`src/rtl/fir_stream_ctrl.sv`:
```
// Sequencer for one FIR channel: coefficient load, credit-limited sample admission, frame drain tracking.
// Handshakes are decoded combinationally from state; the credit count and done pulse are registered.
module fir_stream_ctrl #(
    parameter int CREDITS  = 32,
    parameter int MAX_TAPS = 64,
    parameter int TAPW     = $clog2(MAX_TAPS + 1),
    localparam int CW      = $clog2(CREDITS + 1)
) (
    input  logic            clk,
    input  logic            rst,
    input  logic            start,
    input  logic [TAPW-1:0] num_taps,
    input  logic            coef_valid,
    output logic            coef_ready,
    output logic            coef_we,
    output logic [TAPW-1:0] coef_addr,
    input  logic            in_valid,
    input  logic            in_last,
    output logic            in_ready,
    output logic            ip_valid,
    output logic            ip_last,
    input  logic            out_pop,
    input  logic            out_last,
    output logic [CW-1:0]   inflight,
    output logic            busy,
    output logic            done,
    output logic            err
);

    typedef enum logic [1:0] {
        S_IDLE  = 2'd0,
        S_LOAD  = 2'd1,
        S_RUN   = 2'd2,
        S_DRAIN = 2'd3
    } state_t;

    localparam logic [CW-1:0] CRED_MAX = CW'(CREDITS);

    state_t          state;
    logic [TAPW-1:0] taps_q;
    logic            last_seen;
    logic [CW-1:0]   inflight_nxt;
    logic            underflow;
    logic            last_hit;
    logic            drain_exit;

    // Readies are held low while rst is high so nothing is accepted in the reset cycle.
    always_comb begin
        coef_ready = (state == S_LOAD) && !rst;
        in_ready   = (state == S_RUN) && (inflight < CRED_MAX) && !rst;
        coef_we    = coef_valid && coef_ready;
        ip_valid   = in_valid && in_ready;
        ip_last    = ip_valid && in_last;
        busy       = (state != S_IDLE);
    end

    // A pop with nothing in flight and no simultaneous issue clamps at zero and flags an error.
    always_comb begin
        underflow    = out_pop && !ip_valid && (inflight == '0);
        inflight_nxt = inflight;
        case ({ip_valid, out_pop})
            2'b10:   inflight_nxt = inflight + CW'(1);
            2'b01:   inflight_nxt = underflow ? '0 : inflight - CW'(1);
            default: inflight_nxt = inflight;
        endcase
        last_hit   = out_pop && out_last;
        drain_exit = (state == S_DRAIN) && (inflight_nxt == '0) && (last_seen || last_hit);
    end

    always_ff @(posedge clk) begin
        if (rst) begin
            state     <= S_IDLE;
            taps_q    <= '0;
            coef_addr <= '0;
            inflight  <= '0;
            last_seen <= 1'b0;
            done      <= 1'b0;
            err       <= 1'b0;
        end else begin
            done     <= 1'b0;
            inflight <= inflight_nxt;
            if (underflow)
                err <= 1'b1;

            case (state)
                S_IDLE: begin
                    if (start) begin
                        taps_q    <= num_taps;
                        coef_addr <= '0;
                        last_seen <= 1'b0;
                        state     <= (num_taps != '0) ? S_LOAD : S_RUN;
                    end
                end
                S_LOAD: begin
                    if (coef_we) begin
                        if (coef_addr == taps_q - TAPW'(1)) begin
                            coef_addr <= '0;
                            state     <= S_RUN;
                        end else begin
                            coef_addr <= coef_addr + TAPW'(1);
                        end
                    end
                end
                S_RUN: begin
                    // An early out_last is remembered so the drain can still finish on it.
                    if (last_hit)
                        last_seen <= 1'b1;
                    if (ip_valid && in_last)
                        state <= S_DRAIN;
                end
                S_DRAIN: begin
                    if (last_hit)
                        last_seen <= 1'b1;
                    if (drain_exit) begin
                        last_seen <= 1'b0;
                        done      <= 1'b1;
                        state     <= S_IDLE;
                    end
                end
                default: state <= S_IDLE;
            endcase
        end
    end

endmodule

```
`config.mk`:
```
export PLATFORM = sky130hd
export DESIGN_NAME = fir_stream_ctrl
export DESIGN_NICKNAME = d
export VERILOG_FILES = /design/src/rtl/fir_stream_ctrl.sv
export SDC_FILE = /design/constraint.sdc
export NUM_CORES = 1
export LEC_CHECK = 0
export CORE_MARGIN = 10
export CORE_UTILIZATION = 25
export DETAILED_ROUTE_END_ITERATION = 10
export GPL_ROUTABILITY_DRIVEN = 0
export SYNTH_ARGS = -nofsm -noshare
export SYNTH_HDL_FRONTEND = slang
export SYNTH_SLANG_ARGS = --single-unit
```
`constraint.sdc`:
```
create_clock -name clk -period 2.8 [get_ports clk]
set_input_delay 0.56 -clock clk [delete_from_list [all_inputs] [get_ports clk]]
set_output_delay 0.56 -clock clk [all_outputs]
set_load 0.02 [all_outputs]
```
==> results of run 1 <==
[Yosys cell counts (all sizes together), types with 3 or more instances]
cell type and count:
nor2b 6, mux2i 3, a21oi 15, buf 5
a21o 3, dfxtp 25, nand2 20, nand4 3
ha 11, o21ai 5, nor2 27, clkbuf 3
inv 12, nor3b 3, xnor2 7, xor2 8
nor3 7, and3b 3, nand2b 3, nand3 12
[through the flow]
step	setup WS, ns	instance area [sq um]	setup TNS [ns]	power (mW)
after floorplan	0.01076	1722	0	1.020
after global placement	-0.3524	2354	-1.366	1.321
after detailed placement	-0.4235	2354	-1.521	1.329
after CTS	0.02953	2417	0	1.567
after global routing	-0.04657	2489	-0.06279	1.742
final	0.1130	2489	0	1.616
[tightest hold or removal path, delay by kind of cell, from the launching register on]
kind | cells | cell delay, ns
compound gates | 1 | 0.05
simple gates | 1 | 0.06
flops | 1 | 0.34
[power groups by stage]
| stage | Clock [mW] | Sequential [mW] | Combinational (mW) |
|---|---|---|---|
| 2_1_floorplan | 0 | 0.482 | 0.538 |
| 3_3_place_gp | 0 | 0.464 | 0.857 |
| 3_5_place_dp | 0 | 0.467 | 0.862 |
| 4_1_cts | 0.234 | 0.461 | 0.872 |
| 5_1_grt | 0.254 | 0.475 | 1.01 |
| 6_report | 0.226 | 0.467 | 0.923 |
[state kept, by name (all words and copies together) (netlist names)]
register	cells
taps_q	7
err	1
coef_addr	7
done	1
state	2
last_seen	1
inflight	6
[per-layer routing]
metal / up-vias / track usage / part of all wire / wire length (um)
li1: 881 / - / - / -
met5: - / 0 / 0 / 0
met3: 4 / 0.02092 / 0.041 / 193
met4: 0 / 0.02711 / 0.013 / 61
met1: 779 / 0.1165 / 0.47 / 2219
met2: 33 / 0.1457 / 0.47 / 2215
[logic make-up (layout without fill, tap and decap cells)]
logic type,Yosys count,count (layout)
AO/OA/AOI/OAI,43,43
XOR/XNOR,15,15
flip-flops,25,25
AND/OR/NAND/NOR,93,93
adder cells (fa/ha/maj),11,11
multiplexers,4,4
buffers and inverters,20,86
[final cells by class]
cell class / instances / area (sq um)
fill: 696 / 3970
clock buffer: 3 / 41.29
clock inverter: 1 / 7.507
multi-input combinational: 166 / 1180
inverter: 12 / 47.55
sequential: 25 / 505.5
timing repair buffer: 70 / 610.6
tap: 77 / 96.34
[timing repair]
item,in CTS,in global routing
endpoints found under the setup margin,4,3
setup buffers,2,3
gates cloned,0,0
pin swaps,4,13
resized for setup,3,15
[worst paths after layout]
check / startpoint / end / slack (ns) / depth (start not counted)
setup / recovery: in_valid / state[1] / 0.11 / 10
hold / removal: taps_q[1] / taps_q[1] / 0.49 / 2
hold reg to reg: taps_q[1] / taps_q[1] / 0.49 / 2
setup reg to reg: state[1] / state[1] / 0.14 / 11
==> results.yml, run 1 <==
min_path:
  min_path_type: "reg -> reg"
logic_synthesis:
  synth-simple-area-share: 0.2809
  yosysTopAreaCellShare: 0.2956
  syn_nets: 237
  synthMuxAreaShare: 0.02439
  synth_area_per_cell_sq_um: 8.023
  synth_top_family_by_area: "simple AND/OR/NAND/NOR gates"
  synth_flop_cell: "dfxtp_1"
  async_flop_share: 0
  yosys.area_share.adder: 0.08130
  syn_area_sq_um: 1693
  synth-xor-area-share: 0.07761
  yosys.area.top_type: "dfxtp_1"
  ys_types: 50
  syn_inst: 211
  synth_edf_count: 0
  synth_compound_area_frac: 0.1899
  seq_area_frac_synth: 0.2956
  ys.warnings.count: 0
  synth.area.top_cells: "dfxtp_1, ha_1, nor2_1"
  ys_ff_latch: 25
sta:
  worst_slew_pin_slew_ns: 0.4340
  rsz0062_at_grt: "yes"
  final-hold-violation-count: 0
  slew_violations: 0
  holdWs_ns: 0.4854
  slew_headroom: 0.7107
  setup_viol: 0
  final.setup_skew_ns: 0.005756
  fin_crit_ns: 2.687
  fmax_ghz: 0.3722
  min_period_over_period: 0.9597
route:
  vias: 1697
  ant_nets: 0
  post_drt_via_cell_ratio: 4.794
  wl_um: 4689
  drt_iter0_drc: 72
  drt-pass1-iter-count: 4
  wl_per_cell_um: 13.25
  drc: 0
clock_tree:
  cts_max_path_buffers: 2
  clock-sinks: 25
  path_clk_slew_ns: 0.10
  cts-hold-fix-buffers: 0
  cts_made_buffers: 3
  root_buffer: "clkbuf_8"
  h-tree-depth: 1
  clk_latency_ns: 0.27
  cts_tree: "built"
cells_and_area:
  layout-drive-gt1-share: 0.2238
  final_cell_mix: "buf_4, clkdlybuf4s50_1, nor2_1"
  post-route-util: 0.3853
  fin_cells: 354
  final_nets: 304
  syn_to_final_growth_pct: 47.01
  layout_commonest_cell: "buf_4"
  diodes: 0
power_and_ir_drop:
  pwr-share-seq: 0.289
  pwr-share-comb: 0.571
  leakagePower_nw: 1.023
  clkPwrFrac: 0.140
  internal-power_mw: 0.9604
  vdd_drop_max_v: 0.0004229
  p_sw_mw: 0.6558
  power_density_nw_per_um2: 649.4
  p_sw_frac: 0.4058
global_routing:
  grt_max_degree: 23
  grt_pass1_vias: 1603
  grt_pass1_wl_um: 7900
  grt_overflow_total: 0
  grtUsageTotal: 0.09020
  antenna_found_initial: 0
floorplan:
  ios: 36
  die_y_um: 102.3
  rows: 29
  chipWidth_um: 102.3
  die-area_sq_um: 10460
  core_area_sq_um: 6459
  start_util: 0.2621
worst_setup_path:
  cpPeakStageDelay_ns: 0.49
  critPathArrivalTime_ns: 2.87
  startpoint_type: "primary input"
  criticalPathCategory: "in -> reg"
  crit_family: "compound AO/OA/AOI/OAI gates"
  critPathMaxFanout: 8
  worst_path_max_delay_cell: "clkdlybuf4s50_1"
  cp_num_buf_inv: 1
  end_kind: "flip-flop"
  cp_cell_sequence: "clkdlybuf4s50_1 > nand2_2 > ha_4 > nor2b_4 > nand3b_1 > o21ai_2 > a2111o_1 > o41ai_4 > a21oi_2 > a311oi_2"
  cp_data_required_time_ns: 2.98
place:
  dpl.hpwl_um: 3749
  dp_cells: 345
  io_buffers: 35
run:
  maxCapViolations: 0
run_status:
  status: "complete, no violations"
Note: power is estimated with default switching activity, not from simulation.
==> run 2: changes to the inputs <==
SETUP_SLACK_MARGIN = 0.15   (was unset)
==> run 2 against run 1 <==
Compared with the run above: non-clock buffer count up 1; final cell count up 0.28%; die area unchanged; routed wire length up 7.1%; first-iteration DRC count up 19%; clock power down 2%; clock-buffer cell count up 1; design area up 1.8%; maximum frequency down 2.3%; worst hold slack worse by 0.014 ns; sequential cell count unchanged; global-route usage up 0.59 points; highest routed layer unchanged.
==> results.yml, run 2 (synthesis gave the netlist of run 1 again) <==
worst_setup_path:
  critPathArrivalTime_ns: 2.93
  startpoint_type: "flip-flop"
  criticalPathCategory: "reg -> reg"
  crit_family: "compound AO/OA/AOI/OAI gates"
  critPathMaxFanout: 7
  cp_num_buf_inv: 2
  worst_path_max_delay_cell: "a2111o_1"
  end_kind: "flip-flop"
  r2r-start: "state[0]"
  cpPeakStageDelay_ns: 0.43
  crit_top_cell: "ha_4"
  cp_cell_sequence: "inv_2 > ha_4 > nor3b_4 > nand2_2 > ha_4 > nor2b_4 > nand3b_1 > o21ai_2 > a2111o_1 > o41ai_4 > buf_4 > a21oi_2 > a311oi_2"
  r2r.worst_path.cells: 13
  ff2ff_setup_slack_ns: 0.05
  timing.rr.end: "state[1]"
  cp_data_required_time_ns: 2.98
sta:
  fin_crit_ns: 2.749
  final-hold-violation-count: 0
  final.setup_skew_ns: 0.003378
  holdWs_ns: 0.4710
  fmax_ghz: 0.3638
  slew_headroom: 0.6012
  slew_violations: 0
  min_period_over_period: 0.9818
  rsz0062_at_grt: "yes"
  tns_ns: 0
  setup_slack_ns: 0.05101
  setup_viol: 0
  worst_slew_pin_slew_ns: 0.5928
min_path:
  worst_hold_path.num_cells: 2
  min_path_type: "reg -> reg"
  min_to: "taps_q[6]"
  hold_start: "taps_q[6]"
place:
  post-place-ws_ns: -0.4300
  dpl.hpwl_um: 3871
  io_buffers: 35
  dp_cells: 342
route:
  wl_per_cell_um: 14.15
  drt_iter0_drc: 86
  drt-pass1-iter-count: 4
  post_drt_via_cell_ratio: 4.865
  drc: 0
  vias: 1727
  ant_nets: 0
  wl_um: 5024
floorplan:
  chipWidth_um: 102.3
  rows: 29
  start_util: 0.2621
  ios: 36
  die_y_um: 102.3
  core_area_sq_um: 6459
  die-area_sq_um: 10460
global_routing:
  grt_pass1_wl_um: 8107
  grt_pass1_vias: 1662
  antenna_found_initial: 0
  grtUsageTotal: 0.09615
  grt_max_degree: 23
  grt_overflow_total: 0
cells_and_area:
  top_regs: "coef_addr x7, taps_q x7, inflight x6"
  post-route-util: 0.3921
  fillers: 667
  layout_commonest_cell: "buf_4"
  final_cell_mix: "buf_4, clkdlybuf4s50_1, nor2_1"
  fin_cells: 355
  final_nets: 305
  diodes: 0
  syn_to_final_growth_pct: 49.59
  layout-drive-gt1-share: 0.2446
power_and_ir_drop:
  leakagePower_nw: 1.048
  pwr-share-seq: 0.283
  clkPwrFrac: 0.133
  internal-power_mw: 0.9837
  p_sw_frac: 0.4078
  p_sw_mw: 0.6774
  vdd_drop_max_v: 0.0003358
  pwr-share-comb: 0.584
  power_density_nw_per_um2: 655.9
clock_tree:
  path_clk_slew_ns: 0.09
  cts_tree: "built"
  cts-hold-fix-buffers: 0
  cts_made_buffers: 3
  root_buffer: "clkbuf_8"
  clk_latency_ns: 0.27
  clock-sinks: 25
  cts_max_path_buffers: 2
  h-tree-depth: 1
run:
  maxCapViolations: 0
run_status:
  status: "complete, no violations"
-- run 2: worst max path at each step --
stage,start,endpoint,cells past startpoint
5_1_grt,state[0],state[1],13
3_5_place_dp,rst,state[1],11
4_1_cts,state[0],state[1],11
3_3_place_gp,rst,done,10
6_report,state[0],state[1],13
2_1_floorplan,state[0],state[1],13
-- run 2: timing repair --
item	in CTS	in global routing
buffers inserted	4	5
gates resized for setup	8	15
setup endpoints to repair	8	5
pin swaps	9	11
-- run 2: per-layer routing --
metal  track usage  vias up  part of all wire
met2        0.1491       40              0.45
li1              -      877                 -
met1        0.1258      801              0.48
met5             0        -                 0
met3       0.01687        9             0.051
met4       0.04664        0             0.021
-- run 2: power groups by stage --
stage	logic [mW]	registers [mW]	clock network [mW]
after CTS	0.911	0.467	0.230
after global placement	0.871	0.474	0
final	0.970	0.470	0.221
after global routing	1.06	0.476	0.241
after detailed placement	0.880	0.472	0
after floorplan	0.548	0.485	0
-- run 2: cell type report --
class                           count  area, sq um  area share
Inverter                           12        45.04     0.01779
Timing Repair Buffer               71        630.6      0.2490
Sequential cell                    25        503.0      0.1986
Tap cell                           77        96.34     0.03804
Multi-Input combinational cell    166         1212      0.4788
Clock buffer                        4        45.04     0.01779
-- run 2: worst min-delay path: cells and delay by family, from the launching register on --
family | cells | cell delay, ns
AOI/OAI and AO/OA | 1 | 0.05
and+or+nand+nor | 1 | 0.05
DFF | 1 | 0.32
-- run 2: per-stage QoR --
step | cell area [sq um] | power, mW
5_1_grt | 2532 | 1.774
6_report | 2532 | 1.661
4_1_cts | 2430 | 1.607
3_5_place_dp | 2344 | 1.353
3_3_place_gp | 2344 | 1.346
2_1_floorplan | 1737 | 1.033
==> run 3: changes to the inputs <==
CTS_CLUSTER_DIAMETER = 150   (was unset)
==> results of run 3 <==
No change in the layout: final DEF, timing and power equal those of run 2.
